## config.mk

```make
export PLATFORM = sky130hd
export DESIGN_NAME = frv_core_fetch_buffer
export DESIGN_NICKNAME = d
export VERILOG_FILES = /design/src/rtl/frv_core_fetch_buffer.sv
export SDC_FILE = /design/constraint.sdc
export NUM_CORES = 1
export LEC_CHECK = 0
export CAP_MARGIN = 30
export CORE_AREA = 10 10 111 113
export DETAILED_ROUTE_END_ITERATION = 10
export DIE_AREA = 0 0 121 123
export DONT_BUFFER_PORTS = 1
export HOLD_SLACK_MARGIN = 0.02
export PLACE_DENSITY = 0.67
export SLEW_MARGIN = 40
export SYNTH_ARGS = -nofsm -noshare
export SYNTH_HDL_FRONTEND = slang
export SYNTH_SLANG_ARGS = --single-unit
```

## constraint.sdc

```tcl
create_clock -name g_clk -period 4.4 [get_ports g_clk]
set_input_delay 0.66 -clock g_clk [delete_from_list [all_inputs] [get_ports g_clk]]
set_output_delay 0.66 -clock g_clk [all_outputs]
set_load 0.02 [all_outputs]
```

## src/rtl/frv_core_fetch_buffer.sv

```systemverilog
// ============================================================================
//  Module   : frv_core_fetch_buffer
//  Brief    : Fetch-to-decode decoupling FIFO, emptied by control flow changes.
//  Revision : 1.0 - initial release
// ============================================================================
`default_nettype none

module frv_core_fetch_buffer #(
  parameter int RLEN  = 33,
  parameter int DEPTH = 2
) (
  input  logic                     g_clk,
  input  logic                     g_reset,
  input  logic                     flush,
  input  logic [RLEN-1:0]          f_data,
  input  logic                     f_valid,
  output logic                     f_ready,
  output logic [RLEN-1:0]          p_data,
  output logic [RLEN-1:0]          d_data,
  output logic                     d_valid,
  input  logic                     d_ready,
  output logic [$clog2(DEPTH):0]   count
);

  localparam int c_PTR_W = $clog2(DEPTH);
  localparam int c_CNT_W = c_PTR_W + 1;

  logic [RLEN-1:0]    r_mem [DEPTH];
  logic [c_PTR_W-1:0] r_rd_ptr;
  logic [c_PTR_W-1:0] r_wr_ptr;
  logic [c_CNT_W-1:0] r_count;
  logic [RLEN-1:0]    r_p_data;

  logic w_push;
  logic w_pop;

  // Handshakes depend only on registered state, keeping fetch/decode timing apart.
  assign f_ready = (r_count != c_CNT_W'(DEPTH));
  assign d_valid = (r_count != '0);
  assign d_data  = r_mem[r_rd_ptr];
  assign p_data  = r_p_data;
  assign count   = r_count;

  assign w_push = f_valid && f_ready && !flush;
  assign w_pop  = d_valid && d_ready && !flush;

  for (genvar i = 0; i < DEPTH; i++) begin : g_mem
    always_ff @(posedge g_clk or posedge g_reset) begin
      if (g_reset) begin
        r_mem[i] <= '0;
      end else if (w_push && (r_wr_ptr == c_PTR_W'(i))) begin
        r_mem[i] <= f_data;
      end
    end
  end

  always_ff @(posedge g_clk or posedge g_reset) begin
    if (g_reset) begin
      r_rd_ptr <= '0;
      r_wr_ptr <= '0;
      r_count  <= '0;
    end else if (flush) begin
      r_rd_ptr <= '0;
      r_wr_ptr <= '0;
      r_count  <= '0;
    end else begin
      if (w_push) begin
        r_wr_ptr <= r_wr_ptr + c_PTR_W'(1);
      end
      if (w_pop) begin
        r_rd_ptr <= r_rd_ptr + c_PTR_W'(1);
      end
      case ({w_push, w_pop})
        2'b10:   r_count <= r_count + c_CNT_W'(1);
        2'b01:   r_count <= r_count - c_CNT_W'(1);
        default: r_count <= r_count;
      endcase
    end
  end

  // Realignment word survives flushes; only an accepted push replaces it.
  always_ff @(posedge g_clk or posedge g_reset) begin
    if (g_reset) begin
      r_p_data <= '0;
    end else if (w_push) begin
      r_p_data <= f_data;
    end
  end

endmodule

`default_nettype wire

```

Word-level counts from Yosys, hierarchy flattened
Index checks and enable logic that the tools add are counted.

Bits in registers: 103. Input bits: 38. Output and inout port bits: 70.

Add/sub/neg operators: 4. $lt $le $gt $ge: 1. Equal/unequal tests: 3. Multiplexer cells: 9. Bitwise operators: 2. Reduce and logical (&&, ||, !) cells: 11.

Operators with widths (count): 33-bit 2-to-1 mux (3); 1-bit logical AND (6); 2-bit nonzero test (3); 1-bit 2-to-1 mux (4); 2-bit one-hot mux with 2 select lines (1); 3-bit nonzero test (1); 1-bit adder, second input constant (2); 2-bit by 1-bit adder with 2-bit output, second input constant (1); 2-bit by 1-bit == test with 1-bit output, second input constant (1); 2-bit == test, second input constant (1); 2-bit >= comparator, second input constant (1); 2-bit 2-to-1 mux (1); 2-bit inequality test, second input constant (1); 1-bit inverter with 2-bit output (1); 2-bit by 1-bit subtractor with 2-bit output, second input constant (1); 1-bit logical NOT (1); 1-bit inverter (1).

Depth between registers and ports, before layout
Gate-level depths: netlist of run 1.

Word-level depth: 6. Mapped depth: 6. Mapped depth without buffers: 4.

Worst setup path after synthesis of run 1
No wires, ideal clock.

Kind: register -> output. From: register r_rd_ptr. To: output d_data[10]. Arrival: 1.325 ns. Required time: 3.740 ns. Setup slack: 2.415 ns. Stages on the path, launching flop included: 4. Buffers on the path: 2. Cells stage by stage: dfrtp_1 -> clkbuf_1 -> buf_1 -> mux2_2.

Cells in the longest elaborated chain, start to end: 4.

RTL lines: start: declaration (line 29) `logic [c_PTR_W-1:0] r_rd_ptr;`; start signal: assignment (line 71) `r_rd_ptr <= r_rd_ptr + c_PTR_W'(1);`; 1-bit inverter with 2-bit output (implied by the code) (line 40) `assign d_data = r_mem[r_rd_ptr];`; 33-bit 2-to-1 mux (implied by the code) (3 in a row) (line 40); end: declaration (line 19) `output logic [RLEN-1:0] d_data,`.

No other way between the ends. The select of a mux whose other input is x is not followed.

Worst setup path after layout of run 1
From: register r_rd_ptr. To: output d_data[1].

Same word-level chain as after synthesis.

==> results of run 1 <==
[cell usage in the layout (no fill, tap or decap), types with 2 or more instances in the layout]
cell	netlist	final
dfrtp_1	103	103
buf_4	3	4
bufinv_16	0	3
a21oi_1	4	4
inv_1	3	2
or2_2	2	2
clkinv_2	0	2
mux2_4	30	30
o21ai_0	2	2
clkbuf_8	0	9
mux2_2	102	102
[critical path, delay by kind of cell (launching register included)]
family                 cells  cell delay [ps]
buffers and inverters      1              400
DFF                        1              850
muxes                      1              440
[how the worst min path moves through the flow]
stage	startpoint	endpoint	slack (ps)
2_1_floorplan	r_mem[30]	r_mem[30]	470
3_3_place_gp	r_mem[30]	r_mem[30]	480
3_5_place_dp	r_mem[29]	r_mem[29]	490
4_1_cts	g_reset	p_data[5]	250
5_1_grt	g_reset	p_data[13]	260
6_report	g_reset	r_mem[41]	240
[stage by stage]
stage | utilization | power, µW | cell area [µm²]
final | 0.472 | 2560 | 4780
after detailed placement | 0.449 | 1900 | 4550
after CTS | 0.472 | 2610 | 4780
after global routing | 0.472 | 2690 | 4780
after global placement | 0.448 | 1880 | 4540
after floorplan | - | 1790 | 4460
[cells by family after synthesis]
logic type                Yosys count  share of synthesized area
AOI/OAI and AO/OA                   8                     0.0101
DFF                               103                      0.578
muxes                             133                      0.361
and+or+nand+nor                    11                     0.0174
xor gates and xnor gates            1                    0.00196
buffers and inverters              18                     0.0314
[sequential cells by signal, indices dropped and copies added, names as in the netlist]
name / count
p_data: 33
count: 2
r_rd_ptr: 1
r_mem: 66
r_wr_ptr: 1
[power breakdown]
| part | internal (µW) | switching (µW) | leakage [µW] |
|---|---|---|---|
| combinational | 283 | 245 | 0.000765 |
| clock | 377 | 311 | 0.000120 |
| sequential | 1150 | 191 | 0.00123 |
[area by class of cell]
cell class	count	share of cell area
Timing Repair Buffer	4	0.00628
Inverter	3	0.00340
Multi-Input combinational cell	153	0.367
Clock buffer	10	0.0267
Sequential cell	103	0.539
Tap cell	136	0.0356
Clock inverter	6	0.0228
[metal layers]
metal / up-vias / part of all wire
met2: 61 / 0.50
li1: 971 / -
met5: - / 0
met4: 0 / 0.012
met3: 7 / 0.082
met1: 1129 / 0.40
==> qor.yml, run 1 <==
status: "completed"
leakagePower_uw: 0.00211
die_h_um: 123
yosysSeqAreaShare: 0.578
routedWlPerCell_um: 21.6
fin_hold_ws_ps: 245
antennaDiodeCount: 0
reg2reg_from: "count[1]"
postSynthCellCount: 274
grt_setup_unrepaired: "no"
cp-endpoint: "d_data[1]"
drt-initial-drc-count: 104
grt_max_degree: 72
tns_ps: 0
synth_area_um2: 4460
relSlewSlack: 0.488
async_flop_share: 1.00
arrival_ps: 2060
drc: 0
clockBufferDepth: 2
ys_top_cells_by_count: "dfrtp_1, mux2_2, mux2_4"
cts_resized: 0
dieArea_um2: 14900
gp_congestion: 0.694
finalCritPeriodShare: 0.619
fin_crit_ps: 2720
fin_nets: 312
endpoint_kind: "output pin"
worstRegToRegCells: 4
worst-setup-path-type: "flip-flop to output pin"
ios: 108
ctsHoldBuffers: 0
dr.pass1.iters: 4
drt-total-wl_mm: 8.95
antenna_found_initial: 0
cts_buffers: 9
synth_top_area_cell: "dfrtp_1"
clkSlewWorstSetupHoldPaths_ps: 90
met1_usage: 0.134
seq_area_um2: 2580
clockRootBuffer: "clkbuf_8"
synth_edf_count: 0
critPathLaunch: "r_rd_ptr"
clk_latency_ps: 370
path_cells: "buf_4 > mux2_2"
grt_use_met3: 0.0597
dp_slack_ps: 2050
yosys.area.top_type_share: 0.578
path_max_fanout: 18
tightest_slew_ps: 768
portBuffers: 0
top_usage_layer: "met2"
synthTopCellsByArea: "dfrtp_1, mux2_2, mux2_4"
critical_path.startpoint_type: "flip-flop"
placed_cells: 399
maxCapViolCount: 0
initial_utilization: 0.440
cp.required_ps: 3740
clkSinkCount: 103
r2r_end: "p_data[15]"
report.final.setup_viol: 0
placementRows: 37
yosys_warnings: 0
clock.fmax_mhz: 367
syn_nets: 312
core-area_um2: 10100
grt_pass1_wl_mm: 14.2
synth_seq_cells: 103
irDropWorstVdd_uv: 259
maxSlewViolCount: 0
yosys_most_used_dff: "dfrtp_1"
avgSynthCellArea_um2: 16.3
die_x_um: 121
vias: 2168
layoutNonFillerInstCount: 415
h-tree-depth: 3
viasPerCell: 5.22
cp_slowest_cell: "dfrtp_1"
yosysMostFrequentCell: "dfrtp_1"
gr-total-overflow: 0
power.density_nw_per_um2: 534
multiInputGateArea_um2: 1750
setup_ws_ps: 1680
final_antenna_net_count: 0
max_stage_delay_ps: 850
hold_viol: 0
drive_gt1_frac: 0.566
hp-class: "input port to asynchronous set/reset pin"
cts_tree: "done"
dpl.hpwl_mm: 6.19
first_global_vias: 2444
grt_use_met2: 0.204
grt_use_total: 0.123
post_cts_buffers: 0
clock-skew-final_ps: 8.56
fill_cells: 885
reg2reg_slack_ps: 2290
area_delta_synth_final_pct: 7.33
synth.distinct_cells: 25
No activity file was read; power rests on OpenSTA's default activity.
==> run 2: changes to the inputs <==
--- a/config.mk
+++ b/config.mk
@@ -11,7 +11,7 @@
 export DIE_AREA = 0 0 121 123
 export DONT_BUFFER_PORTS = 1
 export HOLD_SLACK_MARGIN = 0.02
-export PLACE_DENSITY = 0.67
+export PLACE_DENSITY = 0.69
 export SLEW_MARGIN = 40
 export SYNTH_ARGS = -nofsm -noshare
 export SYNTH_HDL_FRONTEND = slang
==> constraint.sdc (replaced) <==
create_clock -name g_clk -period 2.5 [get_ports g_clk]
set_input_delay 0.375 -clock g_clk [delete_from_list [all_inputs] [get_ports g_clk]]
set_output_delay 0.375 -clock g_clk [all_outputs]
set_load 0.02 [all_outputs]
==> run 2 against run 1 <==
Net effect: clock power is 85% higher; global-route usage shrank 0.40 points; final cell count rose by 1.2%; flip-flop and latch count is the same; final area grew 1.9%; via count is 1.6% higher; critical path depth stayed put; clock skew is 0.70 ps higher; critical path type unchanged; largest cell class unchanged.
==> qor.yml, run 2 (synthesis gave the netlist of run 1 again) <==
placed_cell_area_um2: 4610
clockBufferDepth: 2
hp-class: "input port to flip-flop"
setup_ws_ps: 425
grt_use_met3: 0.0451
dr.pass1.iters: 4
leakagePower_uw: 0.00214
drive_gt1_frac: 0.577
dieArea_um2: 14900
largest_reg_flops: 66
routedWlPerCell_um: 20.8
maxCapViolCount: 0
grt_max_degree: 62
drc: 0
power.density_nw_per_um2: 937
layout_common_cells: "mux2_2, dfrtp_1, mux2_4"
placementRows: 37
worstRegToRegCells: 4
hp-start: "flush"
cts_buffers: 9
grt_pass1_wl_mm: 13.9
dpl.hpwl_mm: 6.06
portBuffers: 0
endpoint_kind: "output pin"
drt-initial-drc-count: 113
clkSinkCount: 103
holdPathStages: 1
r2r_end: "r_mem[16]"
gp_congestion: 0.707
critical_path.startpoint_type: "flip-flop"
antenna_found_initial: 0
met1_usage: 0.140
seq_power_share: 0.513
clock-skew-final_ps: 9.26
viasPerCell: 5.25
cp.required_ps: 2120
antennaDiodeCount: 0
core-area_um2: 10100
utilization: 0.481
h-tree-depth: 3
finalCritPeriodShare: 0.830
top_register: "r_mem"
p_int_uw: 3230
clk_latency_ps: 350
hold_viol: 0
design_area_um2: 4870
grt_use_met2: 0.195
power.combinational.fraction: 0.209
top_usage_layer: "met2"
ctsHoldBuffers: 1
fin_crit_ps: 2070
power_frac_clock: 0.278
die_x_um: 121
dp_slack_ps: 515
cts_resized: 0
arrival_ps: 1700
clkSlewWorstSetupHoldPaths_ps: 100
vias: 2203
relSlewSlack: 0.644
grt_use_total: 0.119
grt_setup_unrepaired: "no"
worst-setup-path-type: "flip-flop to output pin"
post_cts_buffers: 0
die_h_um: 123
ios: 108
reg2reg_from: "count[1]"
drt-total-wl_mm: 8.74
reg2reg_slack_ps: 490
whs_endpoint: "r_wr_ptr"
layoutNonFillerInstCount: 420
maxSlewViolCount: 0
initial_utilization: 0.440
report.final.setup_viol: 0
area_delta_synth_final_pct: 9.32
fin_nets: 317
gr-total-overflow: 0
placed_cells: 403
final_antenna_net_count: 0
clockRootBuffer: "clkbuf_8"
status: "completed"
switching_share: 0.292
path_max_fanout: 19
cts_tree: "done"
tns_ps: 0
irDropWorstVdd_uv: 331
netSwitchingPower_uw: 1330
tightest_slew_ps: 535
clock.fmax_mhz: 482
fill_cells: 859
first_global_vias: 2428
## run 2: cell types whose count changed in the layout (fill, tap and decap cells not counted), sizes merged
| cell | delta |
|---|---|
| buf | +4 |
| clkinv | -2 |
| clkinvlp | +2 |
| dlygate4sd3 | +1 |
## run 2: worst max-delay path, cell delays in order, from the launching register on
cell,delay (ps)
dfrtp_2,680
buf_12,240
mux2_2,420
## run 2: worst max-delay path by stage
stage             start          to  slack (ps)  cells past startpoint
3_5_place_dp   count[1]    r_mem[4]         510                      4
5_1_grt        r_rd_ptr   d_data[0]         350                      2
6_report       r_rd_ptr  d_data[11]         430                      2
3_3_place_gp   count[1]   r_mem[19]         550                      4
4_1_cts        r_rd_ptr   d_data[2]         370                      2
2_1_floorplan  count[1]    r_mem[0]         720                      5
## run 2: power groups by stage
| stage | registers [µW] | logic (µW) | clock network (µW) |
|---|---|---|---|
| after floorplan | 2300 | 856 | 0 |
| after global placement | 2370 | 948 | 0 |
| after detailed placement | 2380 | 975 | 0 |
| after CTS | 2350 | 978 | 1320 |
| after global routing | 2390 | 1030 | 1370 |
| final | 2340 | 954 | 1270 |
## run 2: routing by layer
| metal | share of wire | vias up |
|---|---|---|
| met2 | 0.50 | 57 |
| met3 | 0.072 | 6 |
| met5 | 0 | - |
| met4 | 0.012 | 0 |
| li1 | - | 975 |
| met1 | 0.42 | 1165 |
## run 2: layout make-up
type / instances / area, µm² / share of cell area
Sequential cell: 103 / 2580 / 0.529
Timing Repair Buffer: 9 / 108 / 0.0221
Inverter: 3 / 15.0 / 0.00308
Clock inverter: 6 / 115 / 0.0236
Multi-Input combinational cell: 153 / 1750 / 0.359
Tap cell: 136 / 170 / 0.0349
Clock buffer: 10 / 138 / 0.0282
## run 2: per-stage QoR
| step | power, µW | hold WS (ps) |
|---|---|---|
| final | 4570 | 68.7 |
| after global routing | 4790 | 37.6 |
| after CTS | 4650 | 37.5 |
| after detailed placement | 3350 | 371 |
| after global placement | 3310 | 364 |
| after floorplan | 3150 | 438 |
==> run 3: changes to the inputs <==
--- a/config.mk
+++ b/config.mk
@@ -11,7 +11,7 @@
 export DIE_AREA = 0 0 121 123
 export DONT_BUFFER_PORTS = 1
 export HOLD_SLACK_MARGIN = 0.02
-export PLACE_DENSITY = 0.69
+export PLACE_DENSITY = 0.67
 export SLEW_MARGIN = 40
 export SYNTH_ARGS = -nofsm -noshare
 export SYNTH_HDL_FRONTEND = slang
==> constraint.sdc (replaced) <==
create_clock -name g_clk -period 2.1 [get_ports g_clk]
set_input_delay 0.315 -clock g_clk [delete_from_list [all_inputs] [get_ports g_clk]]
set_output_delay 0.315 -clock g_clk [all_outputs]
set_load 0.02 [all_outputs]
==> run 3 against run 2 <==
Net effect: clock power increased by 6%; highest routed layer unchanged; worst hold slack improved by 18 ps; clock skew about the same; critical endpoint is now d_data[19]; sequential power increased by 18%; sequential share of layout area increased by 0.23 points; largest cell class unchanged; critical path depth unchanged; routed wire length decreased by 0.81%; global-route usage decreased by 0.17 points; final cell count increased by 0.71%; first-iteration DRC count decreased by 29%; final area decreased by 0.44%; die area unchanged.
==> qor.yml, run 3 (synthesis gave the netlist of run 1 again) <==
layout_common_cells: "mux2_2, dfrtp_1, mux2_4"
initial_utilization: 0.440
switching_share: 0.300
p_int_uw: 3690
clockBufferDepth: 2
antenna_found_initial: 0
hold_viol: 0
fin_crit_ps: 1790
seq_power_share: 0.526
core-area_um2: 10100
critical_path.startpoint_type: "flip-flop"
top_register: "r_mem"
placementRows: 37
fin_hold_ws_ps: 86.9
cp.required_ps: 1780
drc: 0
dieArea_um2: 14900
finalCritPeriodShare: 0.850
power.density_nw_per_um2: 1090
final_antenna_net_count: 0
irDropWorstVdd_uv: 474
dr.pass1.iters: 3
h-tree-depth: 3
post_cts_buffers: 0
dpl.hpwl_mm: 5.95
viasPerCell: 5.24
tns_ps: 0
drive_gt1_frac: 0.578
fin_nets: 320
clkSlewWorstSetupHoldPaths_ps: 100
netSwitchingPower_uw: 1580
maxCapViolCount: 0
gr-total-overflow: 0
antennaDiodeCount: 0
report.final.setup_viol: 0
clockRootBuffer: "clkbuf_8"
path_max_fanout: 19
clock.fmax_mhz: 560
tightest_slew_ps: 538
ios: 108
worst-setup-path-type: "flip-flop to output pin"
clock-skew-final_ps: 8.95
grt_max_degree: 104
holdPathStages: 1
reg2reg_from: "count[0]"
power.combinational.fraction: 0.218
grt_pass1_wl_mm: 13.6
design_area_um2: 4850
cts_tree: "done"
die_x_um: 121
clkSinkCount: 103
gp_congestion: 0.698
utilization: 0.479
status: "completed"
hp-start: "f_data[8]"
whs_endpoint: "r_mem[8]"
first_global_vias: 2381
grt_setup_unrepaired: "no"
r2r_end: "p_data[14]"
arrival_ps: 1470
leakagePower_uw: 0.00214
cts_buffers: 9
die_h_um: 123
power_frac_clock: 0.256
relSlewSlack: 0.641
grt_use_total: 0.117
clk_latency_ps: 370
area_delta_synth_final_pct: 8.84
portBuffers: 0
placed_cell_area_um2: 4610
routedWlPerCell_um: 20.5
drt-initial-drc-count: 80
vias: 2215
maxSlewViolCount: 0
largest_reg_flops: 66
reg2reg_slack_ps: 360
hp-class: "input port to flip-flop"
endpoint_kind: "output pin"
worstRegToRegCells: 5
drt-total-wl_mm: 8.67
-- run 3: changes by cell type in the layout (fill, tap and decap cells not counted) --
cell	before	now
buf_12	3	2
bufinv_16	3	2
clkbuf_8	10	9
buf_4	5	8
dlygate4sd3_1	1	2
clkinv_2	0	2
-- run 3: layout make-up --
type	instances	area, µm²
timing repair buffer	12	120
tap	136	170
clock buffer	9	124
clock inverter	7	95.1
fill	873	5290
multi-input combinational	153	1750
sequential	103	2580
inverter	3	15.0
-- run 3: critical path, stage by stage (launching register included) --
cell and delay, ps:
dfrtp_2 360, buf_4 280, mux2_2 450
-- run 3: worst max-delay path by stage --
stage              from         end  slack, ps  depth (start not counted)
2_1_floorplan  count[1]    r_mem[0]        320                          5
3_3_place_gp   count[1]   r_mem[29]        390                          4
3_5_place_dp   count[0]  p_data[14]        370                          5
4_1_cts        r_rd_ptr  d_data[19]        260                          2
5_1_grt        r_rd_ptr  d_data[19]        240                          2
6_report       r_rd_ptr  d_data[19]        310                          2
-- run 3: through the flow --
stage               instances  worst slack, ps  total power (µW)
detailed placement        405              367              3990
global route              423              237              5550
finish                    423              314              5270
global placement          405              392              3940
CTS                       423              265              5360
floorplan                 274              320              3750
-- run 3: power by group through the flow --
stage               clock [µW]  sequential [µW]  combinational [µW]
global route              1490             2830                1230
detailed placement           0             2810                1180
global placement             0             2800                1150
finish                    1350             2770                1150
floorplan                    0             2740                1020
CTS                       1400             2780                1180
-- run 3: per-layer routing --
layer / global-route usage / wire (µm)
met1: 0.140 / 3580
met2: 0.186 / 4350
met3: 0.0415 / 572
met4: 0.0566 / 160
met5: 0 / 0
-- run 3: what timing repair did --
action | in CTS | in global routing
endpoints found under the hold margin | 107 | 0
hold buffers | 2 | 0
gates resized for setup | 0 | 0
